==> src/rtl/fpga_robots_game_beeper_pkg.sv <==
// Shared constants for the robots game beeper: channel state encoding,
// default field widths and the standard attention length.
package fpga_robots_game_beeper_pkg;

    typedef enum logic {
        ST_IDLE = 1'b0,
        ST_PLAY = 1'b1
    } chan_state_t;

    localparam int DEF_DUR_W   = 5;
    localparam int DEF_DIV_W   = 8;
    localparam int ATTN_FRAMES = 30;

endpackage

==> src/rtl/fpga_robots_game_beep_chan.sv <==
// One tone channel: square wave of programmable half-period that lasts a
// programmable number of video frames.
module fpga_robots_game_beep_chan
    import fpga_robots_game_beeper_pkg::*;
#(
    parameter int DUR_W = DEF_DUR_W,
    parameter int DIV_W = DEF_DIV_W
) (
    input  logic             clk,
    input  logic             rst,
    input  logic             tick,
    input  logic             frame,
    input  logic             req,
    input  logic [DUR_W-1:0] req_dur,
    input  logic [DIV_W-1:0] req_div,
    output logic             active,
    output logic             ph
);

    chan_state_t      state;
    logic [DUR_W-1:0] dcnt;
    logic [DIV_W-1:0] div;
    logic [DIV_W-1:0] tcnt;

    assign active = (state == ST_PLAY);

    always_ff @(posedge clk) begin
        if (rst) begin
            state <= ST_IDLE;
            dcnt  <= '0;
            div   <= '0;
            tcnt  <= '0;
            ph    <= 1'b0;
        end else begin
            case (state)
                ST_IDLE: begin
                    if (req && req_dur != '0) begin
                        state <= ST_PLAY;
                        dcnt  <= req_dur;
                        div   <= req_div;
                        tcnt  <= req_div;
                        ph    <= 1'b0;
                    end
                end
                ST_PLAY: begin
                    if (req) begin
                        // retrigger keeps the phase so the tone does not click
                        if (req_dur != '0) begin
                            dcnt <= req_dur;
                            div  <= req_div;
                            tcnt <= req_div;
                        end else begin
                            state <= ST_IDLE;
                            dcnt  <= '0;
                            ph    <= 1'b0;
                        end
                    end else begin
                        if (tick) begin
                            if (tcnt == '0) begin
                                tcnt <= div;
                                ph   <= ~ph;
                            end else begin
                                tcnt <= tcnt - 1'b1;
                            end
                        end
                        if (frame && dcnt != '0) begin
                            dcnt <= dcnt - 1'b1;
                            if (dcnt == DUR_W'(1)) begin
                                state <= ST_IDLE;
                                ph    <= 1'b0;
                            end
                        end
                    end
                end
                default: state <= ST_IDLE;
            endcase
        end
    end

endmodule

==> src/rtl/fpga_robots_game_beeper.sv <==
// Multi-channel beeper: CHANNELS tone channels mixed into one audio bit.
// FPGA_ROBOTS_BEEP_PDM_EN selects a sigma-delta mixer instead of a plain OR.
module fpga_robots_game_beeper
    import fpga_robots_game_beeper_pkg::*;
#(
    parameter int CHANNELS = 2,
    parameter int DUR_W    = DEF_DUR_W,
    parameter int DIV_W    = DEF_DIV_W
) (
    input  logic                      clk,
    input  logic                      rst,
    input  logic                      tick,
    input  logic                      frame,
    input  logic [CHANNELS-1:0]       req,
    input  logic [CHANNELS*DUR_W-1:0] req_dur,
    input  logic [CHANNELS*DIV_W-1:0] req_div,
    output logic [CHANNELS-1:0]       active,
    output logic                      attention,
    output logic                      audio
);

    localparam int SW = 5;

    logic [CHANNELS-1:0] ph;
    logic [SW-1:0]       ones;

    for (genvar i = 0; i < CHANNELS; i++) begin : g_chan
        fpga_robots_game_beep_chan #(
            .DUR_W(DUR_W),
            .DIV_W(DIV_W)
        ) u_chan (
            .clk    (clk),
            .rst    (rst),
            .tick   (tick),
            .frame  (frame),
            .req    (req[i]),
            .req_dur(req_dur[i*DUR_W +: DUR_W]),
            .req_div(req_div[i*DIV_W +: DIV_W]),
            .active (active[i]),
            .ph     (ph[i])
        );
    end

    assign attention = |active;

    always_comb begin
        ones = '0;
        for (int i = 0; i < CHANNELS; i++) begin
            ones = ones + SW'(ph[i] & active[i]);
        end
    end

`ifdef FPGA_ROBOTS_BEEP_PDM_EN
    localparam int ACC_W = (CHANNELS > 1) ? $clog2(CHANNELS) : 1;

    logic [ACC_W-1:0] acc;
    logic [SW-1:0]    sum;

    assign sum = SW'(acc) + ones;

    always_ff @(posedge clk) begin
        if (rst) begin
            acc   <= '0;
            audio <= 1'b0;
        end else if (sum >= SW'(CHANNELS)) begin
            acc   <= ACC_W'(sum - SW'(CHANNELS));
            audio <= 1'b1;
        end else begin
            acc   <= ACC_W'(sum);
            audio <= 1'b0;
        end
    end
`else
    always_ff @(posedge clk) begin
        if (rst) begin
            audio <= 1'b0;
        end else begin
            audio <= (ones != '0);
        end
    end
`endif

endmodule

==> config.mk <==
export PLATFORM = sky130hd
export DESIGN_NAME = fpga_robots_game_beeper
export DESIGN_NICKNAME = d
export VERILOG_FILES = /design/src/rtl/fpga_robots_game_beeper_pkg.sv /design/src/rtl/fpga_robots_game_beep_chan.sv /design/src/rtl/fpga_robots_game_beeper.sv
export SDC_FILE = /design/constraint.sdc
export NUM_CORES = 1
export LEC_CHECK = 0
export CAP_MARGIN = 20
export CORE_ASPECT_RATIO = 1.5
export CORE_MARGIN = 2
export CORE_UTILIZATION = 30
export CTS_BUF_LIST = sky130_fd_sc_hd__clkbuf_8
export DETAILED_ROUTE_END_ITERATION = 8
export GPL_TIMING_DRIVEN = 0
export MAX_ROUTING_LAYER = met4
export PLACE_DENSITY = 0.5
export SLEW_MARGIN = 20
export SYNTH_ARGS = -nofsm -noshare
export SYNTH_HDL_FRONTEND = slang
export SYNTH_SLANG_ARGS = --single-unit
==> constraint.sdc <==
create_clock -name clk -period 6.2 [get_ports clk]
set_input_delay 1.55 -clock clk [delete_from_list [all_inputs] [get_ports clk]]
set_output_delay 1.55 -clock clk [all_outputs]
set_load 0.01 [all_outputs]
==> run summary <==
Avg WL per Cell - 15.5 um
Slew HR - 50.6%
Critical path arrival - 3980 ps
FF-to-FF path depth - 6
Highest metal used - met4
YS warnings - 0
Worst path required time - 6420 ps
FF+latch area - 941 um^2
Worst setup path class - primary input to flop
Final cell count without fillers - 492
H-tree levels - 2
Synth Area per Inst - 7.83 um^2
Met3 wire len - 206 um
GRT overflow - 0
Crit end category - flop
Post-synthesis async set-or-reset flop share - 0%
Vias post-DR - 2,563
Die ar. - 9660 um^2
CP Launch Type - primary input
Flop pwr share - 46.4%
DP Wirelength - 5720 um
DRT antenna net count - 0
Synthesized area - 2660 um^2
Worst path slowest cell - clkdlybuf4s50_1
Worst-margin pin slew - 740 ps
Internal power - 504 uW
DRT Wirelength - 7640 um
Crit Path Max Fanout - 10
Cell row count - 42
Deepest clock path buffer count - 2
CTS root buf - clkbuf_8
N_diodes - 0
Sum of negative setup slack - 0 ps
Synth top area cells - dfxtp_1 (35%), nand2_1 (6.6%), a21oi_1 (5.6%)
GP Congestion - 0.847
I/O pin cnt - 36
Setup repair after global routing missed its margin - false
CTS Sinks - 47
RR Startpoint - g_chan[1].u_chan.tcnt[2]
Global-route wire length before repair - 12,700 um
Worst-Skew Late Latency - 310 ps
# port buffers - 34
Mapped Nets - 382
Dominant synthesized flop cell - dfxtp_1
Tmin final - 3760 ps
Cells after DPL - 484
Synth-to-Final Area Change - 21.9%
Antenna violations before repair - 0
Synth unique cells - 51
Vias in the first global route - 2,663
PD cells - 231 nW/um^2
Initial Util - 30.5%
Fin Hold WS - 463 ps
CTS tree - built
Tcrit/Tclk final - 60.6%
Tot GR Track Use - 17.4%
Area leader, netlist - dfxtp_1
Status - complete, no violations
Maximum VDD drop - 0.000107 V
Met2 wire length - 4130 um
Setup violations, final - 0
Width of the die - 80.9 um
Max-Cap Viols - 0
Post-CTS setup buffers - 0
Sequential area share after synthesis - 35.3%
Critical path cell sequence - clkdlybuf4s50_1, or4_1, o21ai_1, ha_1, a311oi_2, clkbuf_1, o211ai_1, o32ai_1
Via density - 5.21
Largest net degree at the start of global routing - 16
Hold_buf cts - 0
Leak - 0.00124 uW
EDFF count, synth - 0
DRC errors left - 0
Total CTS buffers - 5
Core area - 8720 um^2
TritonRoute pass-1 iters - 4
Post-Synthesis Cells - 340
Post-CTS resize count - 0
Net Sw Frac - 32.8%
Worst Setup SP - req_dur[5]
Reg-to-reg endpoint - g_chan[1].u_chan.tcnt[1]
Max Freq - 0.266 GHz
Final #Nets - 423
Min-Delay Path Class - flop to flop
Synth top area share - 35.3%
Hold EP - g_chan[0].u_chan.div[0]
Hold Path Depth - 2
Max Clock Skew - 15.5 ps
R2R setup slack - 3940 ps
Layout cells sized above 1 - 7.07%
Multi-input logic area - 1570 um^2
Comb pwr share - 26.0%
Die height - 119 um
Clock-pin slew on the worst setup and hold paths - 110 ps
Final hold viol count - 0
Metal1 wirelength - 3240 um
# fillers - 989
Layout Utilization - 37.2%
Largest stage delay on the critical path - 530 ps
Max Slew Vio Count - 0
Post-synth top cells - dfxtp_1 (47), nand2_1 (47), nor2_1 (40)
Yosys reg bits - 47
Iter 0 DRT Violations - 84
Sw Pwr - 246 uW
Clock network fraction of total power - 27.6%
Hold path start - g_chan[0].u_chan.div[0]
==> placed cells by master, fill, tap and decap left out, drive strengths merged, types with 3 or more instances in the layout <==
cell and n:
o32ai 3, or4 4, clkbuf 18, a211oi 7, xor2 3, dfxtp 47, nand2 47, nand3 6
o211ai 10, buf 7, mux2i 11, nor3 18, clkdlybuf4s50 34, a311oi 12, inv 19, o21ai 9
a31oi 3, nor3b 4, xnor2 5, a21oi 31, nand2b 5, ha 10, nor2 40
==> layer usage <==
| metal | track usage [%] | vias up |
|---|---|---|
| met5 | - | - |
| li1 | - | 1301 |
| met1 | 18.8 | 1210 |
| met2 | 31.4 | 48 |
| met3 | 2.95 | 4 |
| met4 | 5.61 | 0 |
==> state kept, by name (all words and copies together) (netlist names) <==
name,flops
g_chan.u_chan.active,2
g_chan.u_chan.dcnt,10
g_chan.u_chan.div,16
audio,1
g_chan.u_chan.ph,2
g_chan.u_chan.tcnt,16
==> worst max path at each step <==
stage / cells past startpoint / slack [ps] / end
2_1_floorplan: 6 / 2950 / g_chan[1].u_chan.tcnt[6]
3_3_place_gp: 8 / 1820 / g_chan[1].u_chan.tcnt[0]
3_5_place_dp: 8 / 1810 / g_chan[1].u_chan.tcnt[0]
4_1_cts: 8 / 2140 / g_chan[1].u_chan.tcnt[0]
5_1_grt: 7 / 2290 / g_chan[1].u_chan.tcnt[6]
6_report: 8 / 2440 / g_chan[1].u_chan.tcnt[0]
==> per-stage QoR <==
stage | cell area (um^2) | worst slack, ps | power (uW)
2_1_floorplan | 2660 | 2950 | 482
3_3_place_gp | 3140 | 1820 | 548
3_5_place_dp | 3140 | 1810 | 550
4_1_cts | 3240 | 2140 | 762
5_1_grt | 3250 | 2290 | 797
6_report | 3250 | 2440 | 751
==> critical path: cells and delay by family <==
| family | cells | cell delay, ps |
|---|---|---|
| AO/OA/AOI/OAI | 4 | 960 |
| adder cells (fa/ha/maj) | 1 | 280 |
| buffers and inverters | 2 | 1020 |
| AND/OR/NAND/NOR | 1 | 160 |
==> cells by family (layout without fill, tap and decap cells) <==
group | Yosys count | count (layout) | synth area share, %
AOI/OAI and AO/OA | 92 | 92 | 24.1
and+or+nand+nor | 133 | 133 | 22.7
adders and majority gates | 10 | 10 | 4.70
buffers and inverters | 38 | 80 | 5.92
muxes | 12 | 12 | 4.56
xor gates and xnor gates | 8 | 8 | 2.63
DFF | 47 | 47 | 35.3
==> power by group through the flow <==
| stage | sequential [uW] | combinational (uW) | clock [uW] |
|---|---|---|---|
| 6_report | 348 | 195 | 207 |
| 5_1_grt | 352 | 219 | 226 |
| 4_1_cts | 348 | 197 | 218 |
| 3_5_place_dp | 355 | 196 | 0 |
| 3_3_place_gp | 354 | 194 | 0 |
| 2_1_floorplan | 349 | 133 | 0 |
==> final cells by class <==
type / instances / area share [%]
Buffer: 19 / 2.66
Inverter: 19 / 2.20
Timing Repair Buffer: 34 / 10.5
Clock buffer: 6 / 2.54
Sequential cell: 47 / 29.0
Multi-Input combinational cell: 255 / 48.4
Clock inverter: 2 / 0.501
Tap cell: 110 / 4.24
Power figures use the tool's default switching activity.
